===== config.mk =====
export PLATFORM = sky130hd
export DESIGN_NAME = trap_ctrl
export DESIGN_NICKNAME = d
export VERILOG_FILES = /design/src/rtl/trap_pkg.sv /design/src/rtl/trap_prio_enc.sv /design/src/rtl/trap_ctrl.sv
export SDC_FILE = /design/constraint.sdc
export NUM_CORES = 1
export LEC_CHECK = 0
export ABC_CLOCK_PERIOD_IN_PS = 2500
export CAP_MARGIN = 10
export CORE_AREA = 3 3 144 146
export DETAILED_ROUTE_END_ITERATION = 10
export DIE_AREA = 0 0 147 149
export GPL_TIMING_DRIVEN = 0
export PLACE_DENSITY = 0.67
export REMOVE_ABC_BUFFERS = 1
export SETUP_SLACK_MARGIN = 0.4
export SLEW_MARGIN = 0
export SYNTH_ARGS = -nofsm -noshare
export SYNTH_HDL_FRONTEND = slang
export SYNTH_SLANG_ARGS = --single-unit

===== constraint.sdc =====
create_clock -name clk_i -period 2.5 [get_ports clk_i]
set_input_delay 0.25 -clock clk_i [delete_from_list [all_inputs] [get_ports clk_i]]
set_output_delay 0.25 -clock clk_i [all_outputs]
set_load 0.01 [all_outputs]

===== src/rtl/trap_pkg.sv =====
// trap_pkg: cause codes, CSR bit positions and FSM encoding for the trap sequencer.
package trap_pkg;
  localparam logic [4:0] CAUSE_INST_MISAL = 5'd0;
  localparam logic [4:0] CAUSE_ILLEGAL    = 5'd2;
  localparam logic [4:0] CAUSE_EBREAK     = 5'd3;
  localparam logic [4:0] CAUSE_LD_MISAL   = 5'd4;
  localparam logic [4:0] CAUSE_ST_MISAL   = 5'd6;
  localparam logic [4:0] CAUSE_ECALL      = 5'd11;
  localparam logic [4:0] IRQ_MSI          = 5'd3;
  localparam logic [4:0] IRQ_MTI          = 5'd7;
  localparam logic [4:0] IRQ_MEI          = 5'd11;
  localparam int MSI_BIT  = 3;
  localparam int MTI_BIT  = 7;
  localparam int MEI_BIT  = 11;
  localparam int MIE_BIT  = 3;
  localparam int MPIE_BIT = 7;
  localparam int MPP_LO   = 11;
  localparam int MPP_HI   = 12;
  typedef enum logic [1:0] {S_IDLE, S_TRAP, S_RET, S_REDIR} state_t;
endpackage


===== src/rtl/trap_prio_enc.sv =====
// trap_prio_enc: picks the highest-priority exception, else an enabled pending interrupt.
module trap_prio_enc import trap_pkg::*; #(
  parameter int XLEN = 32
) (
  input  logic            wb_valid,
  input  logic            inst_misal,
  input  logic            illegal,
  input  logic            ebreak,
  input  logic            ecall,
  input  logic            ld_misal,
  input  logic            st_misal,
  input  logic            mret,
  input  logic            mie_en,
  input  logic [2:0]      irq,
  output logic            take,
  output logic            is_int,
  output logic [XLEN-1:0] cause
);
  logic exc, irq_ok;
  logic [4:0] ecode, icode;
  always_comb begin
    exc    = wb_valid & (inst_misal | illegal | ebreak | ecall | ld_misal | st_misal);
    irq_ok = wb_valid & mie_en & ~exc & ~mret & (|irq);
    ecode  = inst_misal ? CAUSE_INST_MISAL : illegal ? CAUSE_ILLEGAL : ebreak ? CAUSE_EBREAK :
             ecall ? CAUSE_ECALL : ld_misal ? CAUSE_LD_MISAL : CAUSE_ST_MISAL;
    // irq is {mei, mti, msi}; MSI outranks MTI
    icode  = irq[2] ? IRQ_MEI : irq[0] ? IRQ_MSI : IRQ_MTI;
    take   = exc | irq_ok;
    is_int = irq_ok;
    cause  = exc ? {{(XLEN-5){1'b0}}, ecode} : {1'b1, {(XLEN-6){1'b0}}, icode};
  end
endmodule


===== src/rtl/trap_ctrl.sv =====
// trap_ctrl: machine-mode trap/mret sequencer driving CSR exception writes, flush and redirect.
module trap_ctrl import trap_pkg::*; #(
  parameter int XLEN = 32
) (
  input  logic            clk_i,
  input  logic            rst_i,
  input  logic            wb_valid_i,
  input  logic [XLEN-1:0] wb_pc_i,
  input  logic [XLEN-1:0] wb_next_pc_i,
  input  logic [XLEN-1:0] wb_inst_i,
  input  logic [XLEN-1:0] wb_addr_i,
  input  logic            e_inst_misal_i,
  input  logic            e_illegal_i,
  input  logic            e_ebreak_i,
  input  logic            e_ecall_i,
  input  logic            e_ld_misal_i,
  input  logic            e_st_misal_i,
  input  logic            mret_i,
  input  logic            meip_i,
  input  logic            mtip_i,
  input  logic            msip_i,
  input  logic [XLEN-1:0] mstatus_i,
  input  logic [XLEN-1:0] mie_i,
  output logic            we_exc_o,
  output logic            is_int_o,
  output logic [XLEN-1:0] mcause_d_o,
  output logic [XLEN-1:0] mepc_d_o,
  output logic [XLEN-1:0] mtval_d_o,
  output logic [XLEN-1:0] mstatus_d_o,
  output logic [XLEN-1:0] mip_d_o,
  output logic            sel_exc_nret_o,
  output logic            stall_o,
  output logic            flush_o,
  output logic            redirect_o
);
  state_t st;
  logic take, is_int, ret, stall_q;
  logic [2:0] irq;
  logic [XLEN-1:0] cause, pend, mtval_c, mst_trap, mst_ret;
  assign irq = {meip_i & mie_i[MEI_BIT], mtip_i & mie_i[MTI_BIT], msip_i & mie_i[MSI_BIT]};
  trap_prio_enc #(.XLEN(XLEN)) u_enc (
    .wb_valid   (wb_valid_i),
    .inst_misal (e_inst_misal_i),
    .illegal    (e_illegal_i),
    .ebreak     (e_ebreak_i),
    .ecall      (e_ecall_i),
    .ld_misal   (e_ld_misal_i),
    .st_misal   (e_st_misal_i),
    .mret       (mret_i),
    .mie_en     (mstatus_i[MIE_BIT]),
    .irq        (irq),
    .take       (take),
    .is_int     (is_int),
    .cause      (cause)
  );
  // an interrupt can never coexist with mret, so any take means an exception beat mret
  assign ret = wb_valid_i & mret_i & ~take;
  assign stall_o = stall_q | ((st == S_IDLE) & (take | ret));
  always_comb begin
    pend = '0;
    pend[MEI_BIT] = meip_i;
    pend[MTI_BIT] = mtip_i;
    pend[MSI_BIT] = msip_i;
    mtval_c = is_int ? '0 :
              (cause[4:0] == CAUSE_INST_MISAL || cause[4:0] == CAUSE_LD_MISAL ||
               cause[4:0] == CAUSE_ST_MISAL) ? wb_addr_i :
              (cause[4:0] == CAUSE_ILLEGAL) ? wb_inst_i : '0;
    mst_trap = mstatus_i;
    mst_trap[MPIE_BIT] = mstatus_i[MIE_BIT];
    mst_trap[MIE_BIT] = 1'b0;
    mst_trap[MPP_HI:MPP_LO] = 2'b11;
    mst_ret = mstatus_i;
    mst_ret[MIE_BIT] = mstatus_i[MPIE_BIT];
    mst_ret[MPIE_BIT] = 1'b1;
    mst_ret[MPP_HI:MPP_LO] = 2'b11;
  end
  always_ff @(posedge clk_i or negedge rst_i) begin
    if (!rst_i) begin
      st             <= S_IDLE;
      stall_q        <= 1'b0;
      we_exc_o       <= 1'b0;
      is_int_o       <= 1'b0;
      flush_o        <= 1'b0;
      redirect_o     <= 1'b0;
      sel_exc_nret_o <= 1'b0;
      mcause_d_o     <= '0;
      mepc_d_o       <= '0;
      mtval_d_o      <= '0;
      mstatus_d_o    <= '0;
      mip_d_o        <= '0;
    end else begin
      mip_d_o    <= pend;
      we_exc_o   <= 1'b0;
      is_int_o   <= 1'b0;
      flush_o    <= 1'b0;
      redirect_o <= 1'b0;
      unique case (st)
        S_IDLE: begin
          if (take) begin
            st             <= S_TRAP;
            stall_q        <= 1'b1;
            we_exc_o       <= 1'b1;
            flush_o        <= 1'b1;
            is_int_o       <= is_int;
            sel_exc_nret_o <= 1'b0;
            mcause_d_o     <= cause;
            mepc_d_o       <= is_int ? wb_next_pc_i : wb_pc_i;
            mtval_d_o      <= mtval_c;
            mstatus_d_o    <= mst_trap;
          end else if (ret) begin
            st             <= S_RET;
            stall_q        <= 1'b1;
            we_exc_o       <= 1'b1;
            flush_o        <= 1'b1;
            sel_exc_nret_o <= 1'b1;
            mstatus_d_o    <= mst_ret;
          end
        end
        S_TRAP, S_RET: begin
          st         <= S_REDIR;
          redirect_o <= 1'b1;
        end
        default: begin
          st             <= S_IDLE;
          stall_q        <= 1'b0;
          sel_exc_nret_o <= 1'b0;
        end
      endcase
    end
  end
endmodule


# == Word-level counts from Yosys, hierarchy flattened ==
# Cells that the tools add are included.
# classes
eq_ne,6
mux,28
n_bitwise,23
reduce_logical,10
# op_table
op,n
2-to-1 mux 32 bit,7
2-to-1 mux 5 bit,5
bitwise AND 1 bit,11
equality test 5 x 3 -> 1 bit (second input constant),2
2-to-1 mux 1 bit,9
OR 1 bit,8
2-to-1 mux 2 bit,3
AND reduction 2 bit,3
equality test 5 x 2 -> 1 bit (second input constant),1
logical NOT 5 bit,1
inverter 1 bit,4
case mux 1 bit (2 select lines),2
case mux 2 bit (2 select lines),1
2-to-1 mux 3 bit,1
inequality test 3 bit (second input constant),1
OR reduction 3 bit,1
equality test 2 x 1 -> 1 bit (second input constant),1
equality test 2 bit (second input constant),1
logical NOT 2 bit,1
logical OR 1 bit,2
nonzero test 2 bit,1
OR reduction 2 bit,1
# totals
ff_bits,138
input_bits,205
wordCells,78

# == Longest topological paths before layout ==
# Gate-level depths: netlist (run 1).
# logic_depth
ltp_word,16
depth_mapped,8

# == Modules after synthesis ==
# A second synthesis (run 1) with hierarchy kept.
# hier_totals
cells_unflattened,530
area_unflattened_um2,6568.8
# by_module_without_submodules
mod,n_inst,cells_each,area_each_um2
trap_ctrl,1,487,6246.0
trap_prio_enc,1,43,322.8

# == Worst setup path after synthesis (run 1) ==
# OpenSTA, ideal clock, no wires.
# synth_path
path_kind,reg-to-reg
from,register st[0]
to,register mstatus_d_o[0]
setup_time_ps,125
arrival_time_ps,1774
required_ps,2375
path_slack_ps,601
path_stages_with_launch,9
synth_period_minus_slack_ps,1899
cell_sequence,dfrtp_1 inv_1 ha_1 nand2_1 clkbuf_1 a31o_2 inv_2 buf_6 mux2_4
# synth_between
elab_chain_cells,2
# synth_lines
element,line,source
from (decl),trap_ctrl.sv:36,state_t st;
from (signal assigned),trap_ctrl.sv:79,st <= S_IDLE;
from (signal assigned),trap_ctrl.sv:100,st <= S_TRAP;
from (signal assigned),trap_ctrl.sv:111,st <= S_RET;
logical NOT 2 bit,trap_ctrl.sv:97,unique case (st)
AND reduction 2 bit (no source line),n/a,
to (signal assigned),trap_ctrl.sv:109,mstatus_d_o <= mst_trap;
to (signal assigned),trap_ctrl.sv:116,mstatus_d_o <= mst_ret;
to (decl),trap_ctrl.sv:29,"output logic [XLEN-1:0] mstatus_d_o,"
# No other way between the ends.
# A chain may end at the register's enable or synchronous reset.

# == Final worst setup path (run 1) ==
# layout_path
from,input e_st_misal_i
to,register mepc_d_o[3]
# layout_between
elab_chain_cells,8
word_cells_on_any_way,9
cone_classes,mux (1); bitwise (7); reduce/logical (1)
# layout_lines
element,line,source
from (decl),trap_ctrl.sv:17,"input logic e_st_misal_i,"
OR 1 bit *,trap_prio_enc.sv:22,exc = wb_valid & (inst_misal | illegal | ebreak | ecall | ld_misal | st_misal);
bitwise AND 1 bit *,trap_prio_enc.sv:22,
inverter 1 bit,trap_prio_enc.sv:23,irq_ok = wb_valid & mie_en & ~exc & ~mret & (|irq);
bitwise AND 1 bit (3 in a row),trap_prio_enc.sv:23,
OR 1 bit,trap_prio_enc.sv:28,take = exc | irq_ok;
AND reduction 2 bit (no source line),n/a,
to (signal assigned),trap_ctrl.sv:107,mepc_d_o <= is_int ? wb_next_pc_i : wb_pc_i;
to (decl),trap_ctrl.sv:27,"output logic [XLEN-1:0] mepc_d_o,"
# Every way passes the cells marked *; elsewhere a longest branch is shown, timed or not.

==> qor.txt, run 1 <==
CP Cell Sequence = clkdlybuf4s50_1 -> or4b_4 -> nor4_4 -> buf_6 -> buf_8 -> buf_6 -> mux2i_2 -> o21ai_1
Synthesized cell area = 5560 um2
Synth area leaders = dfrtp_1 50%, buf_4 8.0%, mux2_4 7.6%, o21ai_0 6.3%, mux2i_1 5.8%
Pin count of the biggest net entering global routing = 62
P_leak = 3.77 nW
Via density = 4.54
Setup-failing EPs final = 0
Final Critical Period = 2.02 ns
DR WL/cell = 17.3 um
Total chip power = 8.79 mW
Io pins = 371
Max Buffers Root-to-Sink = 2
DPL Wire Length = 13.4 mm
RSZ-0062 raised after global routing = true
Core Footprint = 19500 um2
CP Launch Type = input pin
Global route overflow = 0
Cell count after synthesis = 502
Cell variety after synth = 51
Layout area overhead = 65.0%
FF+latch count, synth = 110
Maxcap violations = 0
Final nets = 1006
Final hold slack = 0.0918 ns
Sink Count = 110
Pwr/cell area = 959 nW/um2
Post-synthesis average cell area = 11.1 um2
Period utilisation layout = 80.8%
VDD IR-drop max = 362 uV
HP Class = input pin to register
Top FF cell, synth = dfrtp_1
Crit-path slowest cell = or4b_4
H-tree Lvls = 3
1st-iter DRT viols = 139
Vias in the first global route = 4946
Port Buffers = 283
Achievable Freq = 0.495 GHz
Synth cell count leaders = 110 x dfrtp_1, 70 x o21ai_0, 59 x buf_4, 32 x mux2i_1
Row cnt = 51
Synth warnings = 0
DRC viols = 0
DR vias = 4858
Initial antenna violation count = 1
Slew @ Worst Pin = 0.950 ns
Crit Path Class = input pin to register
Final core utilization = 46.9%
Clock Skew = 0.00942 ns
Setup tns final = 0 ns
Worst skew pair latency = 0.36 ns
Dpl ws = -0.988 ns
Async S/R FF share, synth = 100%
Critical path peak fanout = 5
Final Max Slew Viols = 0
DR pass1 iterations = 5
Slew headroom = 36.6%
Clock Root Buffer = clkbuf_16
Layout cells sized above 1 = 14.1%
Die area = 21900 um2
Post-synth EDFFs = 0
Worst Setup End Kind = register
CP peak stage delay = 0.56 ns
Post-synthesis sequential area ratio = 49.5%
WL final = 18.5 mm
Cts bufs inserted = 9
Largest area contributor in the netlist = dfrtp_1
Crit path top cell by count = buf_6
Status = complete, no violations
Post-route ant nets = 0
Top-area cell type share of the netlist area = 49.5%
GRT Util Overall = 16.4%
TritonCTS clock tree = done
Most frequent cell after synthesis = dfrtp_1
Setup WS post-layout = 0.480 ns
Fin. Hold Viols = 0
Inserted Diodes = 0
Starting Density = 28.5%
Die height = 149 um
CP Data Required Time = 2.74 ns
Die Wd = 147 um
GPL Wtd Cong = 0.731
First-pass GRT wire length = 28.3 mm
WP data arrival = 2.26 ns
Clk slew on worst S/H paths = 0.08 ns
==> layout by cell type, fill, tap and decap left out, types with 3 or more instances in the layout <==
master,instances
inv_1,29
nor2_1,4
conb_1,56
nor2_4,3
dfrtp_1,110
o21ai_1,31
o211ai_1,11
nand3_1,12
buf_4,24
buf_8,4
o2111ai_1,12
mux2_2,4
nand2_1,4
clkinv_8,3
mux2_4,28
dlygate4sd2_1,8
clkdlybuf4s50_1,269
buf_6,5
clkbuf_16,9
a22o_1,3
o21ai_0,67
buf_16,3
mux2i_1,29
a22oi_1,21
==> flip-flops by register name, summed over array words and instances, names as in the netlist <==
signal / count
mcause_d_o: 5
mtval_d_o: 32
stall_q: 1
sel_exc_nret_o: 1
mstatus_d_o: 31
st: 2
is_int_o: 1
flush_o: 1
redirect_o: 1
mepc_d_o: 32
mip_d_o: 3
==> per-layer routing <==
| metal | global-route usage [%] | share of wire [%] |
|---|---|---|
| met1 | 19.4 | 40 |
| met2 | 29.3 | 51 |
| met3 | 5.59 | 8.5 |
| met4 | 3.31 | 0.76 |
| met5 | 0 | 0.070 |
==> kinds of logic (layout without fill, tap and decap cells) <==
group                      after synthesis  after routing  share of synthesized area (%)
muxes                                   64             64                           14.1
DFF                                    110            110                           49.5
AOI/OAI and AO/OA                      163            164                           18.0
adders and majority gates                2              2                          0.450
other                                    1             56                         0.0675
and+or+nand+nor                         41             43                           4.26
buffers and inverters                  121            365                           13.5
==> per-stage QoR <==
stage,area (um2),instances
detailed placement,8500,1027
global placement,8290,1014
finish,9170,1069
global route,9170,1069
floorplan,5120,466
CTS,9110,1064
==> power breakdown <==
part	internal, mW	total [mW]	switching [mW]
combinational	2.48	4.31	1.83
clock	0.732	1.52	0.786
sequential	2.57	2.97	0.394
==> timing repair <==
action,CTS,global route
pin swaps,4,4
hold buffers,1,0
hold endpoints to repair,49,0
setup buffers,17,5
endpoints found under the setup margin,103,51
gates resized for setup,43,11
cloned,3,0
==> cell type report <==
cell class | count | area (um2)
clock inverters | 7 | 93.8
repair buffers | 319 | 3200
multi-input cells | 329 | 2450
inverters | 30 | 115
fillers | 1822 | 10400
clock buffers | 9 | 225
well taps | 265 | 332
flip-flops and latches | 110 | 2750
==> final timing paths <==
check / cells after the start / to / slack [ns] / from
setup reg to reg: 6 / mstatus_d_o[28] / 0.53 / st[1]
setup / recovery: 8 / mepc_d_o[3] / 0.48 / e_st_misal_i
max in group asynchronous: 3 / mtval_d_o[16] / 1.42 / rst_i
hold / removal: 1 / mip_d_o[11] / 0.09 / meip_i
hold reg to reg: 1 / mcause_d_o[1] / 0.50 / mcause_d_o[1]
min in group asynchronous: 2 / mstatus_d_o[28] / 0.40 / rst_i
==> critical path: cells and delay by family <==
family,cells,cell delay [ns]
buffers and inverters,4,0.91
and+or+nand+nor,2,0.79
AOI/OAI and AO/OA,1,0.09
muxes,1,0.21
No activity file was read; power rests on OpenSTA's default activity.
==> run 2: changes to the inputs <==
Settings changed: ABC_CLOCK_PERIOD_IN_PS 2500 to 2000.
Clock period 2.5 ns to 2 ns, I/O delays scaled along.
==> qor.txt, run 2 (same netlist as run 1, synthesis figures left out) <==
Total chip power = 11.8 mW (was 8.79 mW)
Worst Setup End Kind = register (unchanged)
VDD IR-drop max = 488 uV (was 362 uV)
Global route overflow = 0 (unchanged)
Critical path peak fanout = 6 (was 5)
P_leak = 4.14 nW (was 3.77 nW)
Initial antenna violation count = 1 (unchanged)
Starting Density = 28.5% (unchanged)
WL final = 20.2 mm (was 18.5 mm)
Fin. Hold Viols = 0 (unchanged)
Post-route ant nets = 0 (unchanged)
Period utilisation layout = 85.7%
Slew headroom = 19.0% (was 36.6%)
Crit path top cell by count = buf_6 (unchanged)
Vias in the first global route = 5156 (was 4946)
CP Data Required Time = 2.23 ns (was 2.74 ns)
Core Footprint = 19500 um2 (unchanged)
Commonest non-fill, non-tap cell in the layout = clkdlybuf4s50_1 (unchanged)
Pwr/cell area = 1190 nW/um2 (was 959 nW/um2)
Dpl ws = -1.44 ns (was -0.988 ns)
Achievable Freq = 0.583 GHz
Slew @ Worst Pin = 1.21 ns (was 0.950 ns)
TritonCTS clock tree = done (unchanged)
DR WL/cell = 18.1 um (was 17.3 um)
DRC viols = 0 (unchanged)
Row cnt = 51 (unchanged)
Final nets = 1056 (was 1006)
First-pass GRT wire length = 29.9 mm (was 28.3 mm)
CP Cell Sequence = buf_12 -> or4_4 -> nor4_4 -> buf_6 -> buf_6 -> buf_8 -> mux2i_4 -> o21ai_1 (was clkdlybuf4s50_1 -> or4b_4 -> nor4_4 -> buf_6 -> buf_8 -> buf_6 -> mux2i_2 -> o21ai_1)
Area of placed instances = 8500 um2 (unchanged)
Cts bufs inserted = 9 (unchanged)
Most frequent cells in the layout = 264 x clkdlybuf4s50_1, 109 x dfrtp_1, 56 x conb_1, 53 x o21ai_1, 45 x o21ai_0 (was 269 x clkdlybuf4s50_1, 110 x dfrtp_1, 67 x o21ai_0, 56 x conb_1, 31 x o21ai_1)
GPL Wtd Cong = 0.731 (unchanged)
Clk slew on worst S/H paths = 0.08 ns (about the same)
Layout cells sized above 1 = 23.2% (was 14.1%)
Crit-path slowest cell = or4_4 (was or4b_4)
Crit Path Class = input pin to register (unchanged)
Final Max Slew Viols = 0 (unchanged)
Via density = 4.56 (was 4.54)
Max Buffers Root-to-Sink = 2 (unchanged)
Final Critical Period = 1.71 ns
Largest registers = mepc_d_o (32), mtval_d_o (32), mstatus_d_o (31) (unchanged)
Setup-failing EPs final = 0 (unchanged)
RSZ-0062 raised after global routing = true (unchanged)
WP data arrival = 1.95 ns (was 2.26 ns)
Maxcap violations = 0 (unchanged)
Clock Skew = 0.0124 ns (was 0.00942 ns)
CP Launch Type = input pin (unchanged)
HP Class = input pin to register (unchanged)
Setup WS post-layout = 0.286 ns (was 0.480 ns)
Sink Count = 110 (unchanged)
Pin count of the biggest net entering global routing = 62 (unchanged)
DPL Wire Length = 13.4 mm (unchanged)
Layout area overhead = 78.4% (was 65.0%)
GRT Util Overall = 17.6% (was 16.4%)
Die height = 149 um (unchanged)
1st-iter DRT viols = 149 (was 139)
Worst skew pair latency = 0.36 ns (about the same)
Inserted Diodes = 0 (unchanged)
Clock Root Buffer = clkbuf_16 (unchanged)
Status = complete, no violations (unchanged)
Io pins = 371 (unchanged)
DR vias = 5107 (was 4858)
Design area = 9910 um2 (was 9170 um2)
Die area = 21900 um2 (unchanged)
Port Buffers = 283 (unchanged)
CP peak stage delay = 0.55 ns (was 0.56 ns)
H-tree Lvls = 3 (unchanged)
Die Wd = 147 um (unchanged)
DR pass1 iterations = 4 (was 5)
==> run 2: changes by cell type in the layout (fill, tap and decap cells not counted), moves of 7 or more <==
cell / before / now
buf_6: 5 / 29
buf_4: 24 / 42
o21ai_0: 67 / 45
o2111ai_2: 0 / 12
o2111ai_1: 12 / 0
dlygate4sd2_1: 8 / 1
o21ai_1: 31 / 53
==> run 2: layout make-up <==
type | count | area, um2
Clock inverter | 7 | 93.8
Sequential cell | 110 | 2750
Inverter | 30 | 139
Multi-Input combinational cell | 329 | 2590
Timing Repair Buffer | 366 | 3720
Fill cell | 1742 | 9610
Clock buffer | 9 | 225
Timing Repair inverter | 3 | 52.6
Tap cell | 265 | 332
==> run 2: worst max-delay path: cells and delay by family <==
family,cells,cell delay [ns]
AO/OA/AOI/OAI,1,0.08
buffers and inverters,4,0.52
multiplexers,1,0.22
AND/OR/NAND/NOR,2,0.92
==> run 2: final timing paths <==
| kind | from | to | slack [ns] | cells after the start |
|---|---|---|---|---|
| hold / removal | meip_i | mip_d_o[11] | 0.04 | 1 |
| hold reg to reg | mcause_d_o[1] | mcause_d_o[1] | 0.51 | 1 |
| min in group asynchronous | rst_i | mstatus_d_o[28] | 0.35 | 2 |
| setup / recovery | e_inst_misal_i | mepc_d_o[1] | 0.29 | 8 |
| setup reg to reg | st[0] | mtval_d_o[7] | 0.32 | 9 |
| max in group asynchronous | rst_i | mcause_d_o[1] | 0.97 | 3 |
==> run 2: per-stage QoR <==
| step | hold WS (ns) | util [%] | cells | setup TNS, ns |
|---|---|---|---|---|
| 6_report | 0.0380 | 50.8 | 1119 | 0 |
| 3_3_place_gp | 0.480 | 42.5 | 1014 | -767.21 |
| 4_1_cts | 0.0221 | 49.5 | 1104 | 0 |
| 5_1_grt | 0.0194 | 50.8 | 1119 | 0 |
| 2_1_floorplan | -0.0956 | - | 466 | -177.86 |
| 3_5_place_dp | 0.181 | 43.5 | 1027 | -116.89 |
==> run 2: routing by layer <==
layer / vias to the layer above / global-route usage, % / part of all wire, %
met1: 2468 / 21.0 / 40
met5: - / 0 / 0.064
met4: 2 / 3.77 / 1.1
li1: 2396 / - / -
met3: 16 / 5.56 / 8.1
met2: 225 / 31.2 / 51
==> run 2: where the power goes <==
group / internal (mW) / switching [mW] / total (mW)
registers: 3.22 / 0.492 / 3.71
logic: 3.62 / 2.59 / 6.21
clock network: 0.915 / 0.986 / 1.90
==> run 2: timing repair <==
item / 4_1_cts / 5_1_grt
endpoints found under the setup margin: 109 / 103
pin swaps: 26 / 27
setup buffers: 51 / 11
resized for setup: 148 / 58
hold buffers: 2 / 1
gates cloned: 8 / 3
endpoints found under the hold margin: 50 / 1
==> edit 1: new RTL, config.mk and constraints of run 2 <==
Re-encode `state_t` (4 states) as one-hot, 4 bits wide.
--- a/src/rtl/trap_pkg.sv
+++ b/src/rtl/trap_pkg.sv
@@ -16,6 +16,6 @@
   localparam int MPIE_BIT = 7;
   localparam int MPP_LO   = 11;
   localparam int MPP_HI   = 12;
-  typedef enum logic [1:0] {S_IDLE, S_TRAP, S_RET, S_REDIR} state_t;
+  typedef enum logic [3:0] {S_IDLE = 4'b0001, S_TRAP = 4'b0010, S_RET = 4'b0100, S_REDIR = 4'b1000} state_t;
 endpackage
 
Check against the original RTL: no difference found for any inputs over 4 cycles, from zero or initial values and one cycle with rst_i low; so few cycles prove little.
==> edit 1 against run 2 <==
  * The run now ends with negative setup slack left
  * Worst setup slack lost 0.34 ns
  * Global-route usage grew 0.67 points
  * Routed wire length grew 3.9%
  * Core utilization shrank 0.45 points
  * Total power grew 15%
  * Worst hold slack gained 0.069 ns
  * Maximum frequency shrank 17%
  * Clock skew shrank 0.0033 ns
  * Critical endpoint is now mstatus_d_o[30]$_DFFE_PN0P_
  * Sequential cell count grew 2
  * Largest power group unchanged
  * Cell area shrank 0.90%
  * Synthesized area shrank 5.3%
  * Clock power shrank 6%
  * Register-to-register slack lost 0.38 ns
==> edit 1: results <==
export IMPL_outcome="finished, violations left"
export IMPL_failed_checks="negative setup slack"
export IMPL_p_r_area_growth_vs_syn_pct=86.67
export IMPL_dp_worst_setup_slack_ns=-1.994
export IMPL_fin_worst_skew_ns=0.009070
export IMPL_seq_area_frac_synth=0.5327
export IMPL_synth_mux_area_fraction=0.06204
export IMPL_worst_path_max_fanout=14
export IMPL_synth_adder_area_share=0
export IMPL_synth_compound_area_share=0.1856
export IMPL_syn_area_per_cell_um2=11.83
export IMPL_cpPeakStageDelay_ns=0.54
export IMPL_setup_tns_ns=-0.6850
export IMPL_gp_congestion=0.7370
export IMPL_drive_above_1_share=0.2176
export IMPL_nFillCells=1718
export IMPL_p_leak_nw=3.954
export IMPL_global_route_wire_length_before_repair_mm=30.74
export IMPL_layout_setup_ws_ns=-0.05749
export IMPL_yosys_top_cells_area="sky130_fd_sc_hd__dfrtp_1, sky130_fd_sc_hd__buf_4, sky130_fd_sc_hd__mux2_2"
export IMPL_crit_path_end="mstatus_d_o[30]$_DFFE_PN0P_"
export IMPL_routed_wirelength_mm=21.03
export IMPL_crit_arrival_ns=2.30
export IMPL_place_detailed_hpwl_mm=13.19
export IMPL_grt_util_all_layers=0.1824
export IMPL_start_point_of_the_critical_path="st[0]$_DFFE_PN1P_"
export IMPL_detail_route_iter0_violations=124
export IMPL_regToRegEndpoint="mstatus_d_o[30]$_DFFE_PN0P_"
export IMPL_critPathSlowestCell="sky130_fd_sc_hd__dfstp_2"
export IMPL_synth_cell_type_count=44
export IMPL_setup_violations=13
export IMPL_final_net_count=972
export IMPL_route_detailed_wl_per_inst_um=20.26
export IMPL_routed_via_density=4.690
export IMPL_reg2reg_depth=5
export IMPL_post_synth_most_frequent_cells="sky130_fd_sc_hd__dfrtp_1, sky130_fd_sc_hd__buf_4, sky130_fd_sc_hd__or3_1"
edit 1: changes by cell type after synthesis, sizes merged, moves of 10 or more:
cell / before / now
nor2: 7 / 24
mux2i: 32 / 0
o211ai: 11 / 0
nor3: 2 / 21
o2111ai: 12 / 0
o2bb2ai: 0 / 15
o32ai: 0 / 18
nand3: 12 / 1
or3: 1 / 33
inv: 30 / 20
o221a: 0 / 32
o21ai: 99 / 2
edit 1: timing repair:
action                     CTS  global route
pin swaps                   26             2
setup endpoints to repair  108           107
hold endpoints to repair    53             0
gates cloned                12             4
hold buffers                 1             0
gates resized for setup     91            50
buffers inserted            29             9
edit 1: critical path: cells and delay by family, from the launching register on:
family / cells / cell delay [ns]
muxes: 1 / 0.33
buffers and inverters: 2 / 0.36
AOI/OAI and AO/OA: 1 / 0.22
DFF: 1 / 0.54
and+or+nand+nor: 1 / 0.48
edit 1: per-layer routing:
layer  wire [um]  vias to the layer above  track usage
met5           0                        -            0
met4         266                        0      0.04986
met3        1722                       17      0.05773
met2       10400                      249       0.3114
met1        8641                     2399       0.2237
li1            -                     2203            -
edit 1: worst min path at each step:
| stage | depth (start not counted) | to | slack [ns] | startpoint |
|---|---|---|---|---|
| CTS | 1 | mip_d_o[7]$_DFF_PN0_ | 0.08 | mtip_i |
| global route | 1 | mip_d_o[7]$_DFF_PN0_ | 0.09 | mtip_i |
| finish | 1 | mip_d_o[7]$_DFF_PN0_ | 0.11 | mtip_i |
| global placement | 1 | sel_exc_nret_o$_DFFE_PN0P_ | 0.47 | sel_exc_nret_o$_DFFE_PN0P_ |
| detailed placement | 1 | mtval_d_o[3]$_DFFE_PN0P_ | 0.19 | rst_i |
| floorplan | 0 | flush_o$_DFF_PN0_ | -0.1 | rst_i |
edit 1: through the flow:
stage	power (mW)	hold WS, ns
CTS	12.81	0.08017
global route	14.40	0.08845
global placement	9.396	0.4669
floorplan	6.288	-0.09559
finish	13.60	0.1070
detailed placement	9.572	0.1911
edit 1: logic make-up after synthesis:
logic type             count (synthesis)
AO/OA/AOI/OAI                        101
other                                  1
buffers and inverters                108
AND/OR/NAND/NOR                       93
flip-flops                           112
XOR/XNOR                               1
multiplexers                          29
edit 1: final cells by class:
cell class	instances	area share
Timing Repair inverter	6	0.01031
Clock inverter	5	0.003948
Multi-Input combinational cell	283	0.2624
Clock buffer	11	0.02470
Inverter	20	0.01031
Tap cell	265	0.03375
Antenna cell	1	0.0002547
Sequential cell	112	0.2854
Timing Repair Buffer	335	0.3689
edit 1: report_power, final:
part / leakage (nW) / switching (mW) / internal, mW
Combinational: 2.48 / 3.32 / 4.58
Clock: 0.137 / 0.893 / 0.895
Sequential: 1.33 / 0.589 / 3.32
Total: 3.95 / 4.80 / 8.79
==> edit 2: new RTL, flow settings as in run 2 <==
Without the edit above. Make the reset (`rst_i`) synchronous in one clocked block.
--- a/src/rtl/trap_ctrl.sv
+++ b/src/rtl/trap_ctrl.sv
@@ -74,7 +74,7 @@
     mst_ret[MPIE_BIT] = 1'b1;
     mst_ret[MPP_HI:MPP_LO] = 2'b11;
   end
-  always_ff @(posedge clk_i or negedge rst_i) begin
+  always_ff @(posedge clk_i) begin
     if (!rst_i) begin
       st             <= S_IDLE;
       stall_q        <= 1'b0;
Function: differs if rst_i is asserted again (counterexample within 4 cycles, from zero or initial values and one cycle with rst_i low); with rst_i held inactive, the same outputs for 4 cycles.
==> edit 2 against run 2 <==
  * Cell area is 5.6% lower
  * Total power fell by 22%
  * Synthesized cell count grew 20%
  * Non-clock buffer count down 28
  * Worst setup slack improved by 0.022 ns
  * Register-to-register slack improved by 0.08 ns
  * Cell count grew 5.0%
  * Clock skew fell by 0.0047 ns
  * Critical path depth is 2 higher
  * Routed wire length is 1.2% higher
  * Sequential cell count unchanged
  * Synthesized area decreased by 5.2%
  * Critical path type unchanged
==> edit 2: results <==
export IMPL_global_route_wire_length_before_repair_mm=29.77
export IMPL_powerDensity_nw_per_um2=982.7
export IMPL_synth_cell_type_count=45
export IMPL_place_detailed_hpwl_mm=13.30
export IMPL_outcome="completed"
export IMPL_antenna_found_initial=0
export IMPL_route_detailed_wl_per_inst_um=17.44
export IMPL_grt_util_all_layers=0.1736
export IMPL_postSynth_topFlopCell="sky130_fd_sc_hd__dfxtp_1"
export IMPL_p_switching_mw=3.186
export IMPL_drive_above_1_share=0.1582
export IMPL_nFillCells=1849
export IMPL_gp_congestion=0.7559
export IMPL_crit_arrival_ns=1.93
export IMPL_power_ir_vdd_worst_mv=0.4685
export IMPL_async_reset_ff_frac=0
export IMPL_dp_worst_setup_slack_ns=-1.154
export IMPL_seq_cell_power_mw=3.00
export IMPL_post_synth_most_frequent_cells="sky130_fd_sc_hd__dfxtp_1, sky130_fd_sc_hd__nand2_1, sky130_fd_sc_hd__a21oi_1"
export IMPL_grt_start_max_net_pins=52
export IMPL_first_global_vias=5342
export IMPL_final_instance_count_excl_fill=1175
export IMPL_syn_area_per_cell_um2=8.746
export IMPL_fin_worst_skew_ns=0.007692
export IMPL_seq_area_frac_synth=0.4183
## edit 2: cell count changes in the layout (fill, tap and decap cells not counted), moves of 29 or more
| cell | before | now |
|---|---|---|
| sky130_fd_sc_hd__dfrtp_1 | 109 | 0 |
| sky130_fd_sc_hd__a21oi_1 | 2 | 75 |
| sky130_fd_sc_hd__mux2_4 | 29 | 0 |
| sky130_fd_sc_hd__o21ai_1 | 53 | 1 |
| sky130_fd_sc_hd__dfxtp_1 | 0 | 110 |
| sky130_fd_sc_hd__nand2_1 | 3 | 95 |
| sky130_fd_sc_hd__nand3b_1 | 0 | 31 |
## edit 2: layer usage
layer,vias up,global-route usage,part of all wire
met2,256,0.3144,0.51
li1,2604,-,-
met3,28,0.06594,0.090
met1,2460,0.1894,0.38
met4,0,0.05033,0.020
met5,-,0,0
## edit 2: critical path: stages
cell	delay [ns]
sky130_fd_sc_hd__buf_8	0.10
sky130_fd_sc_hd__or4_4	0.53
sky130_fd_sc_hd__buf_6	0.13
sky130_fd_sc_hd__a22oi_2	0.16
sky130_fd_sc_hd__nand2b_4	0.20
sky130_fd_sc_hd__buf_12	0.12
sky130_fd_sc_hd__buf_12	0.09
sky130_fd_sc_hd__buf_16	0.11
sky130_fd_sc_hd__mux2i_2	0.19
sky130_fd_sc_hd__o2bb2ai_1	0.09
## edit 2: repair_timing
action,in CTS,in global routing
gates cloned,10,3
buffers inserted,32,6
gates resized for setup,97,41
pin swaps,47,9
setup endpoints to repair,106,101
## edit 2: worst paths after layout
check / startpoint / endpoint / slack [ns] / depth (start not counted)
setup / recovery: e_illegal_i / mtval_d_o[5]$_SDFFE_PN0P_ / 0.31 / 10
hold / removal: msip_i / mip_d_o[3]$_SDFF_PN0_ / 0.05 / 2
setup reg to reg: st[1]$_SDFFE_PN0P_ / mtval_d_o[12]$_SDFFE_PN0P_ / 0.40 / 7
hold reg to reg: mstatus_d_o[25]$_SDFFE_PN0P_ / mstatus_d_o[25]$_SDFFE_PN0P_ / 0.45 / 2
## edit 2: layout make-up
type / count / area [um^2] / share of cell area
flip-flops and latches: 110 / 2202 / 0.2354
well taps: 265 / 331.6 / 0.03544
repair buffers: 338 / 3671 / 0.3924
clock inverters: 7 / 80.08 / 0.008558
inverters: 6 / 26.28 / 0.002808
multi-input cells: 440 / 2820 / 0.3014
clock buffers: 9 / 225.2 / 0.02407
## edit 2: logic make-up (layout without fill, tap and decap cells)
family,after synthesis,count (layout),share of synthesized area
compound gates,179,179,0.2096
simple gates,166,171,0.1576
buf+inv,112,360,0.1483
flops,110,110,0.4183
mux,32,32,0.06084
fa+ha+maj,2,2,0.004752
other cells,1,56,0.0007122
